--- config.mk ---
export PLATFORM = sky130hd
export DESIGN_NAME = mul_div_unit
export DESIGN_NICKNAME = d
export VERILOG_FILES = /design/src/rtl/mul_div_unit.sv
export SDC_FILE = /design/constraint.sdc
export NUM_CORES = 1
export LEC_CHECK = 0
export CAP_MARGIN = 15
export CORE_MARGIN = 2
export CORE_UTILIZATION = 50
export CTS_CLUSTER_DIAMETER = 100
export DETAILED_ROUTE_END_ITERATION = 7
export PLACE_DENSITY = 0.81
export RECOVER_POWER = 25
export SETUP_SLACK_MARGIN = 0.4
export SLEW_MARGIN = 20
export SYNTH_ARGS = -nofsm -noshare
export SYNTH_HDL_FRONTEND = slang
export SYNTH_SLANG_ARGS = --single-unit
--- constraint.sdc ---
create_clock -name clk -period 10.52 [get_ports clk]
set_input_delay 1.578 -clock clk [delete_from_list [all_inputs] [get_ports clk]]
set_output_delay 1.578 -clock clk [all_outputs]
set_load 0.02 [all_outputs]
--- src/rtl/mul_div_unit.sv ---
`default_nettype none
// ============================================================================
// Module      : mul_div_unit
// Description : Iterative radix-2 multiply/divide unit. One shift-add
//               (multiply) or restoring shift-subtract (divide) step per
//               RUN cycle; signed operations run on magnitudes and are
//               sign-corrected when the result is written.
// Revision    : 1.0 - initial release
// ============================================================================
module mul_div_unit #(
    parameter int WIDTH = 32
) (
    input  logic             clk,
    input  logic             rst,
    input  logic             start,
    input  logic [1:0]       op,
    input  logic [WIDTH-1:0] a,
    input  logic [WIDTH-1:0] b,
    output logic             busy,
    output logic             done,
    output logic [WIDTH-1:0] hi,
    output logic [WIDTH-1:0] lo,
    output logic             div_by_zero
);

    localparam int CNT_W = $clog2(WIDTH) + 1;
    localparam logic [CNT_W-1:0] LAST_STEP = CNT_W'(WIDTH - 1);

    typedef enum logic [1:0] {
        S_IDLE = 2'd0,
        S_RUN  = 2'd1,
        S_DONE = 2'd2
    } state_t;

    state_t             state_q, state_d;
    logic [CNT_W-1:0]   cnt_q, cnt_d;
    // acc: running product high half / partial remainder
    logic [WIDTH-1:0]   acc_q, acc_d;
    // work: multiplier being shifted out / dividend becoming quotient
    logic [WIDTH-1:0]   work_q, work_d;
    // opnd: multiplicand magnitude / divisor magnitude
    logic [WIDTH-1:0]   opnd_q, opnd_d;
    logic [WIDTH-1:0]   a_raw_q, a_raw_d;
    logic               is_div_q, is_div_d;
    logic               neg_lo_q, neg_lo_d;
    logic               neg_hi_q, neg_hi_d;
    logic               dbz_op_q, dbz_op_d;
    logic [WIDTH-1:0]   hi_q, hi_d;
    logic [WIDTH-1:0]   lo_q, lo_d;
    logic               dbz_q, dbz_d;

    logic               w_a_neg, w_b_neg;
    logic [WIDTH-1:0]   w_a_mag, w_b_mag;
    logic [WIDTH:0]     w_sum;
    logic [WIDTH:0]     w_shift;
    logic [WIDTH-1:0]   w_acc_n, w_work_n;
    logic [2*WIDTH-1:0] w_prod, w_prod_fix;
    logic [WIDTH-1:0]   w_quo_fix, w_rem_fix;

    // Operand magnitudes for the signed variants (op[0] selects signed)
    always_comb begin
        w_a_neg = op[0] & a[WIDTH-1];
        w_b_neg = op[0] & b[WIDTH-1];
        w_a_mag = w_a_neg ? (~a + 1'b1) : a;
        w_b_mag = w_b_neg ? (~b + 1'b1) : b;
    end

    // One radix-2 iteration plus the sign-corrected final results
    always_comb begin
        w_sum   = {1'b0, acc_q} + {1'b0, opnd_q};
        w_shift = {acc_q, work_q[WIDTH-1]};
        if (is_div_q) begin
            // Remainder stays below the divisor, so the subtraction fits in WIDTH bits
            if (w_shift >= {1'b0, opnd_q}) begin
                w_acc_n  = w_shift[WIDTH-1:0] - opnd_q;
                w_work_n = {work_q[WIDTH-2:0], 1'b1};
            end else begin
                w_acc_n  = w_shift[WIDTH-1:0];
                w_work_n = {work_q[WIDTH-2:0], 1'b0};
            end
        end else begin
            if (work_q[0]) begin
                w_acc_n  = w_sum[WIDTH:1];
                w_work_n = {w_sum[0], work_q[WIDTH-1:1]};
            end else begin
                w_acc_n  = {1'b0, acc_q[WIDTH-1:1]};
                w_work_n = {acc_q[0], work_q[WIDTH-1:1]};
            end
        end
        w_prod     = {w_acc_n, w_work_n};
        w_prod_fix = neg_lo_q ? (~w_prod + 1'b1) : w_prod;
        // Most-negative / -1 yields magnitude 2^(W-1), whose negation wraps to itself
        w_quo_fix  = neg_lo_q ? (~w_work_n + 1'b1) : w_work_n;
        w_rem_fix  = neg_hi_q ? (~w_acc_n + 1'b1) : w_acc_n;
    end

    // Next-state, operand capture and result write-back
    always_comb begin
        state_d  = state_q;
        cnt_d    = cnt_q;
        acc_d    = acc_q;
        work_d   = work_q;
        opnd_d   = opnd_q;
        a_raw_d  = a_raw_q;
        is_div_d = is_div_q;
        neg_lo_d = neg_lo_q;
        neg_hi_d = neg_hi_q;
        dbz_op_d = dbz_op_q;
        hi_d     = hi_q;
        lo_d     = lo_q;
        dbz_d    = dbz_q;
        case (state_q)
            S_IDLE: begin
                if (start) begin
                    state_d  = S_RUN;
                    cnt_d    = '0;
                    acc_d    = '0;
                    a_raw_d  = a;
                    is_div_d = op[1];
                    neg_lo_d = w_a_neg ^ w_b_neg;
                    neg_hi_d = op[1] & w_a_neg;
                    dbz_op_d = op[1] && (b == '0);
                    if (op[1]) begin
                        work_d = w_a_mag;
                        opnd_d = w_b_mag;
                    end else begin
                        work_d = w_b_mag;
                        opnd_d = w_a_mag;
                    end
                end
            end
            S_RUN: begin
                acc_d  = w_acc_n;
                work_d = w_work_n;
                cnt_d  = cnt_q + 1'b1;
                if (cnt_q == LAST_STEP) begin
                    state_d = S_DONE;
                    if (!is_div_q) begin
                        hi_d  = w_prod_fix[2*WIDTH-1:WIDTH];
                        lo_d  = w_prod_fix[WIDTH-1:0];
                        dbz_d = 1'b0;
                    end else if (dbz_op_q) begin
                        hi_d  = a_raw_q;
                        lo_d  = '1;
                        dbz_d = 1'b1;
                    end else begin
                        hi_d  = w_rem_fix;
                        lo_d  = w_quo_fix;
                        dbz_d = 1'b0;
                    end
                end
            end
            S_DONE: begin
                state_d = S_IDLE;
            end
            default: begin
                state_d = S_IDLE;
            end
        endcase
    end

    // State and datapath registers; reset wins over any request
    always_ff @(posedge clk) begin
        if (rst) begin
            state_q  <= S_IDLE;
            cnt_q    <= '0;
            acc_q    <= '0;
            work_q   <= '0;
            opnd_q   <= '0;
            a_raw_q  <= '0;
            is_div_q <= 1'b0;
            neg_lo_q <= 1'b0;
            neg_hi_q <= 1'b0;
            dbz_op_q <= 1'b0;
            hi_q     <= '0;
            lo_q     <= '0;
            dbz_q    <= 1'b0;
        end else begin
            state_q  <= state_d;
            cnt_q    <= cnt_d;
            acc_q    <= acc_d;
            work_q   <= work_d;
            opnd_q   <= opnd_d;
            a_raw_q  <= a_raw_d;
            is_div_q <= is_div_d;
            neg_lo_q <= neg_lo_d;
            neg_hi_q <= neg_hi_d;
            dbz_op_q <= dbz_op_d;
            hi_q     <= hi_d;
            lo_q     <= lo_d;
            dbz_q    <= dbz_d;
        end
    end

    assign busy        = (state_q == S_RUN);
    assign done        = (state_q == S_DONE);
    assign hi          = hi_q;
    assign lo          = lo_q;
    assign div_by_zero = dbz_q;

endmodule
`default_nettype wire

==> results of run 1 <==
cell usage after synthesis (6+ instances only):
cell / n
sky130_fd_sc_hd__o21a_1: 9
sky130_fd_sc_hd__a311oi_1: 9
sky130_fd_sc_hd__and3_1: 11
sky130_fd_sc_hd__xor2_1: 61
sky130_fd_sc_hd__a22o_1: 20
sky130_fd_sc_hd__mux2i_1: 42
sky130_fd_sc_hd__and2_1: 15
sky130_fd_sc_hd__nor2_1: 216
sky130_fd_sc_hd__nand2_1: 326
sky130_fd_sc_hd__buf_1: 16
sky130_fd_sc_hd__nor3b_1: 9
sky130_fd_sc_hd__nand3_1: 36
sky130_fd_sc_hd__or4_1: 15
sky130_fd_sc_hd__a22oi_1: 13
sky130_fd_sc_hd__or3_1: 21
sky130_fd_sc_hd__nor2b_1: 11
sky130_fd_sc_hd__nor4_1: 17
sky130_fd_sc_hd__o221ai_1: 31
sky130_fd_sc_hd__inv_1: 72
sky130_fd_sc_hd__dfxtp_1: 205
sky130_fd_sc_hd__a31oi_1: 20
sky130_fd_sc_hd__o21ai_0: 135
sky130_fd_sc_hd__ha_1: 69
sky130_fd_sc_hd__a221oi_1: 9
sky130_fd_sc_hd__a21o_1: 29
sky130_fd_sc_hd__mux2_2: 10
sky130_fd_sc_hd__clkbuf_1: 102
sky130_fd_sc_hd__o31ai_1: 23
sky130_fd_sc_hd__a211o_1: 6
sky130_fd_sc_hd__a211oi_1: 80
sky130_fd_sc_hd__o211ai_1: 45
sky130_fd_sc_hd__nand2b_1: 23
sky130_fd_sc_hd__buf_2: 26
sky130_fd_sc_hd__xnor2_1: 109
sky130_fd_sc_hd__o21ai_1: 22
sky130_fd_sc_hd__o21bai_1: 12
sky130_fd_sc_hd__o41ai_1: 12
sky130_fd_sc_hd__nor3_1: 53
sky130_fd_sc_hd__nand4_1: 24
sky130_fd_sc_hd__a21oi_1: 231
sky130_fd_sc_hd__nand3b_1: 6
layout by cell type, fill, tap and decap left out, drive strengths merged, types with 43 or more instances in the layout:
cell / synthesis / final
nand2: 327 / 327
mux2i: 43 / 43
o211ai: 46 / 46
nor3: 54 / 54
dlygate4sd3: 0 / 46
xnor2: 109 / 109
xor2: 61 / 61
clkdlybuf4s50: 0 / 87
a211oi: 82 / 82
a21oi: 233 / 233
inv: 73 / 74
clkbuf: 102 / 43
ha: 69 / 69
o21ai: 159 / 159
nor2: 218 / 218
dfxtp: 205 / 205
kinds of logic after synthesis:
logic type,Yosys count,synth area share
simple gates,819,0.226
buf+inv,222,0.0524
compound gates,780,0.306
xor+xnor,170,0.0879
flops,205,0.242
mux,53,0.0323
fa+ha+maj,71,0.0533
state kept, by name, indices dropped and copies added (netlist names):
signal / cells
hi: 32
acc_q: 32
a_raw_q: 32
div_by_zero: 1
neg_hi_q: 1
opnd_q: 32
state_q: 2
dbz_op_q: 1
lo: 32
work_q: 32
is_div_q: 1
neg_lo_q: 1
cnt_q: 6
tightest hold or removal path, delay by kind of cell (launching register included):
kind             cells  cell delay, ps
AO/OA/AOI/OAI        1              50
flip-flops           1             300
AND/OR/NAND/NOR      1              50
final timing paths:
kind / end / slack (ps)
worst min register to register: hi[23]$_SDFFE_PP0P_ / 440
worst max-delay path: work_q[26]$_SDFFE_PP0P_ / 2880
worst min-delay path: hi[23]$_SDFFE_PP0P_ / 440
worst max register to register: hi[19]$_SDFFE_PP0P_ / 3320
stage by stage:
| step | cells | cell area, sq um | hold WS (ps) | worst slack, ps |
|---|---|---|---|---|
| floorplan | 2320 | 16900 | 432 | 5580 |
| global placement | 2787 | 18500 | 441 | 4750 |
| detailed placement | 2787 | 18500 | 443 | 4630 |
| CTS | 2832 | 19300 | 450 | 4610 |
| global route | 2832 | 19300 | 471 | 2670 |
| finish | 2832 | 19300 | 443 | 2880 |
layer usage:
metal  track usage  vias to the layer above
met2         0.620                     1156
met5             0                        -
met3        0.0679                      221
met1         0.497                     8973
met4         0.220                        2
li1              -                     8578
layout make-up:
cell class | count | share of cell area
Tap cell | 448 | 0.0291
Sequential cell | 205 | 0.213
Clock inverter | 6 | 0.00376
Clock buffer | 39 | 0.0378
Inverter | 74 | 0.0144
Timing Repair Buffer | 167 | 0.0813
Multi-Input combinational cell | 1893 | 0.621
power by group through the flow:
stage | registers [uW] | logic, uW | clock network (uW)
floorplan | 858 | 671 | 0
global placement | 877 | 972 | 0
detailed placement | 880 | 974 | 0
CTS | 863 | 980 | 866
global route | 869 | 1080 | 899
finish | 866 | 1010 | 870
==> qor.yml, run 1 <==
detailed_routing:
  route.top_layer_used: "met5"
  route.met2.wl_um: 31800
  met3_wirelength_um: 7320
  num_vias: 18900
  met1_length_um: 27600
  detail_route.wirelength_um: 71100
  remaining_drc_errors: 0
  vias_per_cell: 6.68
  dr.pass1.iters: 8
  detail-route-antenna-nets: 0
  routed_wire_length_per_instance_um: 25.1
  first_iter_violations: 2308
power:
  net_switching_power_uw: 1090
  clockPowerShare: 0.316
  leakage_uw: 0.00707
  max-vdd-ir-drop_mv: 0.111
  power.density_cell_area_mw_per_mm2: 143
  netSwitchingFraction: 0.398
  pwr-share-comb: 0.369
  design_power_total_uw: 2750
  seqPwrFrac: 0.315
  power.internal_uw: 1660
finish:
  antenna-diode-count: 0
  core_occupancy_in_the_finished_layout: 0.577
  syn2layout_area_growth_pct: 13.8
  num-nets-final: 2507
  ff_latch_area_sq_mm: 0.00411
  drive_gt1_frac: 0.0549
  layout.filler_cells: 3151
  area_taken_by_multi_input_logic_gates_sq_mm: 0.0120
worst_setup_path:
  cp-end-kind: "register"
  number_of_stages_on_the_worst_setup_path: 7
  r2r_cells: 11
  cp_common_cell: "sky130_fd_sc_hd__clkbuf_1"
  worst_setup_path_startpoint: "rst"
  worstSetupPathType: "in2reg"
  timing.critical_path.from_type: "input pin"
  slowest_stage: "sky130_fd_sc_hd__clkbuf_1"
  cp_data_required_time_ps: 10920
  critical-path-top-delay-family: "buffers and inverters"
  path_cells: "clkbuf_1, clkbuf_1, clkbuf_1, nor3_2, buf_4, a22oi_1, o21ai_0"
  crit_fanout: 66
  worst_r2r_startpoint: "is_div_q$_SDFFE_PP0P_"
  cpPeakStageDelay_ps: 2590
  worstPathBufferInverterCount: 4
  timing.critical_path.arrival_ps: 8040
min_path:
  worst_hold_path.num_cells: 2
  min-delay-start: "hi[23]$_SDFFE_PP0P_"
  timing.hold.worst.class: "reg2reg"
run_status:
  status: "finished with violations"
  failed_checks: "max-capacitance violations, max-slew violations"
synthesis:
  synth_enable_flop_cells: 0
  ys_async_sr_fraction: 0
  synth_seq_cells: 205
  synthFlopType: "sky130_fd_sc_hd__dfxtp_1"
  synthCells: 2320
  synth_area_per_inst_sq_um: 7.30
  synth.yosys.seq_area_share: 0.242
  ys_types: 107
  synthesis.yosys.warnings: 0
  number_of_nets_in_the_synthesized_netlist: 2460
  synth_top_area_frac: 0.242
  post-synth-top-area-cell: "sky130_fd_sc_hd__dfxtp_1"
  syn_area_sq_mm: 0.0169
  synth_area_leaders: "sky130_fd_sc_hd__dfxtp_1, sky130_fd_sc_hd__nand2_1, sky130_fd_sc_hd__a21oi_1, sky130_fd_sc_hd__xnor2_1, sky130_fd_sc_hd__ha_1"
clocking:
  cts.repair_timing.setup_buffer_count: 0
  cts.sinks: 205
  tritoncts: "built"
  cts.repair.resized: 0
  cts_made_buffers: 26
  cts-hold-fix-buffers: 0
  clkLatencyLatePin_ps: 560
  clock-root-buffer: "sky130_fd_sc_hd__clkbuf_16"
  post_cts_clock_slew_at_the_launch_and_capture_registers_of_the_worst_setup_and_hold_paths_ps: 60
  htree_num_levels: 1
  cts.path.max_buffers: 3
grt:
  first_global_vias: 17800
  grt_antenna_before_repair: 1
  grt_usage: 0.389
  grt_start_max_net_pins: 107
  grt_overflow: 0
  global_route_wire_length_before_repair_um: 107000
timing:
  timing.final.crit_share: 0.727
  fmaxAchievable_mhz: 131
  fin_worst_skew_ps: 22.4
  final.min_clock_period_ps: 7640
  setup_viol_count_final: 0
  relSlewSlack: -1.43
  final_max_slew_viol_count: 276
  timing_worst_slew_pin_value_ps: 3650
  hold_violations: 0
  timing.setup.tns_ps: 0
  rsz0062_at_grt: "false"
floorplan:
  die_h_um: 188
  core_area_sq_mm: 0.0334
  chipWidth_um: 188
  starting_density_of_the_core: 0.506
  floorplan.die_area_sq_mm: 0.0354
  std_cell_rows: 67
  io-pin-count: 136
placement:
  gp_routability_congestion: 1.09
  dpl.hpwl_um: 54000
  port-buffer-count: 135
job:
  max_cap_viol_count: 5
No activity file was read; power rests on OpenSTA's default activity.
==> inputs of run 2 (changes only) <==
- PLACE_DENSITY: 0.81 -> 0.84
- clock period: 10.52 -> 6.9 ns (I/O delays scaled with it)
==> run 2 against run 1 <==
Against the previous run:
- the run ends with design-rule violations, max-capacitance violations, max-slew violations left
- sequential power increased by 52%
- first-iteration DRC count increased by 16%
- sequential share of layout area down 0.10 points
- clock power increased by 57%
- worst setup slack lost 1800 ps
- cell count up 0.32%
- count of clock-buffer cells in the layout shrank 8
- wire length barely moved
- critical path type is now reg2reg
- largest cell class unchanged
- largest power group unchanged
- highest routed layer unchanged
==> qor.yml, run 2 (same netlist as run 1, synthesis figures left out) <==
grt:
  global_route_wire_length_before_repair_um: 107000
  first_global_vias: 17700
  gr-max-usage-layer: "met2"
  use_met3: 0.0767
  grt.met2_usage: 0.614
  grt_overflow: 0
  grt_start_max_net_pins: 107
  grt_antenna_before_repair: 4
  grt_util_met1: 0.497
  grt_usage: 0.390
detailed_routing:
  routed_wire_length_per_instance_um: 25.0
  detail_route.wirelength_um: 71000
  dr.pass1.iters: 8
  vias_per_cell: 6.70
  remaining_drc_errors: 2
  detail-route-antenna-nets: 0
  first_iter_violations: 2686
  num_vias: 19000
placement:
  port-buffer-count: 135
  placedCellCount: 2794
  dpl.hpwl_um: 54200
  gp_routability_congestion: 1.04
clocking:
  cts.repair_timing.setup_buffer_count: 0
  cts_made_buffers: 25
  cts-hold-fix-buffers: 0
  cts.repair.resized: 0
  clkLatencyLatePin_ps: 550
  tritoncts: "built"
  clock-root-buffer: "sky130_fd_sc_hd__clkbuf_16"
  post_cts_clock_slew_at_the_launch_and_capture_registers_of_the_worst_setup_and_hold_paths_ps: 70
  cts.sinks: 205
  cts.path.max_buffers: 3
  htree_num_levels: 1
job:
  max_cap_viol_count: 3
timing:
  relSlewSlack: -1.12
  fmaxAchievable_mhz: 173
  timing.final.crit_share: 0.839
  final_max_slew_viol_count: 136
  timing.setup.tns_ps: 0
  final.min_clock_period_ps: 5790
  setup_viol_count_final: 0
  hold_violations: 0
  fin_worst_skew_ps: 17.9
  timing_worst_slew_pin_value_ps: 3180
  rsz0062_at_grt: "false"
floorplan:
  std_cell_rows: 67
  chipWidth_um: 188
  die_h_um: 188
  starting_density_of_the_core: 0.506
  io-pin-count: 136
  core_area_sq_mm: 0.0334
  floorplan.die_area_sq_mm: 0.0354
run_status:
  status: "finished with violations"
  failed_checks: "design-rule violations, max-capacitance violations, max-slew violations"
finish:
  layout_commonest_cell: "sky130_fd_sc_hd__nand2_1"
  area_taken_by_multi_input_logic_gates_sq_mm: 0.0120
  layout.filler_cells: 3102
  drive_gt1_frac: 0.0615
  final_instance_count_excl_fillers: 2841
  syn2layout_area_growth_pct: 14.5
  num-nets-final: 2513
  layout_common_cells: "sky130_fd_sc_hd__nand2_1, sky130_fd_sc_hd__a21oi_1, sky130_fd_sc_hd__nor2_1"
  ff_latch_area_sq_mm: 0.00411
worst_setup_path:
  timing.critical_path.from_type: "register"
  cp_data_required_time_ps: 7170
  worstSetupPathType: "reg2reg"
  slowest_stage: "sky130_fd_sc_hd__dfxtp_1"
  path_cells: "ha_1, o211ai_1, a21oi_1, o21a_1, o31a_4, o21a_4, o21ai_2, o21ai_1, inv_2, ha_1, o21ai_0, or2_2, nor2_1, nand2b_1, nand2b_1, nand2b_1, nor2_1, nand3_1, o21ai_0, xor2_1, a222oi_1, a211oi_1"
  timing.critical_path.arrival_ps: 6060
  cpPeakStageDelay_ps: 470
  crit_fanout: 26
  cp_common_cell: "sky130_fd_sc_hd__nand2b_1"
  cp-end-kind: "register"
power:
  max-vdd-ir-drop_mv: 0.184
  leakage_uw: 0.00711
  netSwitchingFraction: 0.398
  power.internal_uw: 2550
  pwr-share-comb: 0.366
  power.density_cell_area_mw_per_mm2: 218
  clockPowerShare: 0.322
  seqPwrFrac: 0.312
  net_switching_power_uw: 1680
min_path:
  timing.hold.worst.class: "reg2reg"
run 2: worst paths after layout:
kind | start | end | slack (ps) | cells past startpoint
max | acc_q[1]$_SDFFE_PP0P_ | hi[12]$_SDFFE_PP0P_ | 1110 | 22
min | a_raw_q[27]$_SDFFE_PP0P_ | a_raw_q[27]$_SDFFE_PP0P_ | 450 | 2
max reg2reg | acc_q[1]$_SDFFE_PP0P_ | hi[12]$_SDFFE_PP0P_ | 1110 | 22
min reg2reg | a_raw_q[27]$_SDFFE_PP0P_ | a_raw_q[27]$_SDFFE_PP0P_ | 450 | 2
run 2: metrics by stage:
step	hold WS, ps	cell area (sq um)	setup slack, ps	util	power [uW]
global placement	441	18500	1530	0.555	2820
finish	455	19400	1110	0.580	4230
CTS	453	19400	1350	0.580	4180
global route	468	19400	824	0.580	4380
floorplan	432	16900	1960	-	2330
detailed placement	445	18500	1400	0.555	2830
run 2: worst max-delay path, delay by kind of cell, from the launching register on:
family,cells,cell delay [ps]
flops,1,470
xor+xnor,1,110
simple gates,7,1590
buf+inv,1,140
fa+ha+maj,2,520
compound gates,11,2630
run 2: power groups by stage:
stage          clock [uW]  sequential, uW  combinational, uW
4_1_cts              1370            1320               1500
2_1_floorplan           0            1310               1020
5_1_grt              1410            1330               1650
3_5_place_dp            0            1340               1490
6_report             1370            1320               1550
3_3_place_gp            0            1340               1490
run 2: cell type report:
| class | count | area share |
|---|---|---|
| Clock buffer | 31 | 0.0355 |
| Inverter | 74 | 0.0143 |
| Antenna cell | 3 | 0.000387 |
| Sequential cell | 205 | 0.212 |
| Multi-Input combinational cell | 1893 | 0.617 |
| Timing Repair Buffer | 174 | 0.0840 |
| Tap cell | 448 | 0.0289 |
| Clock inverter | 13 | 0.00793 |
run 2: metal layers:
metal	vias to the layer above	routed length [um]
met3	260	8070
met4	6	4780
met2	1288	31100
li1	8588	-
met1	8879	27000
met5	-	41
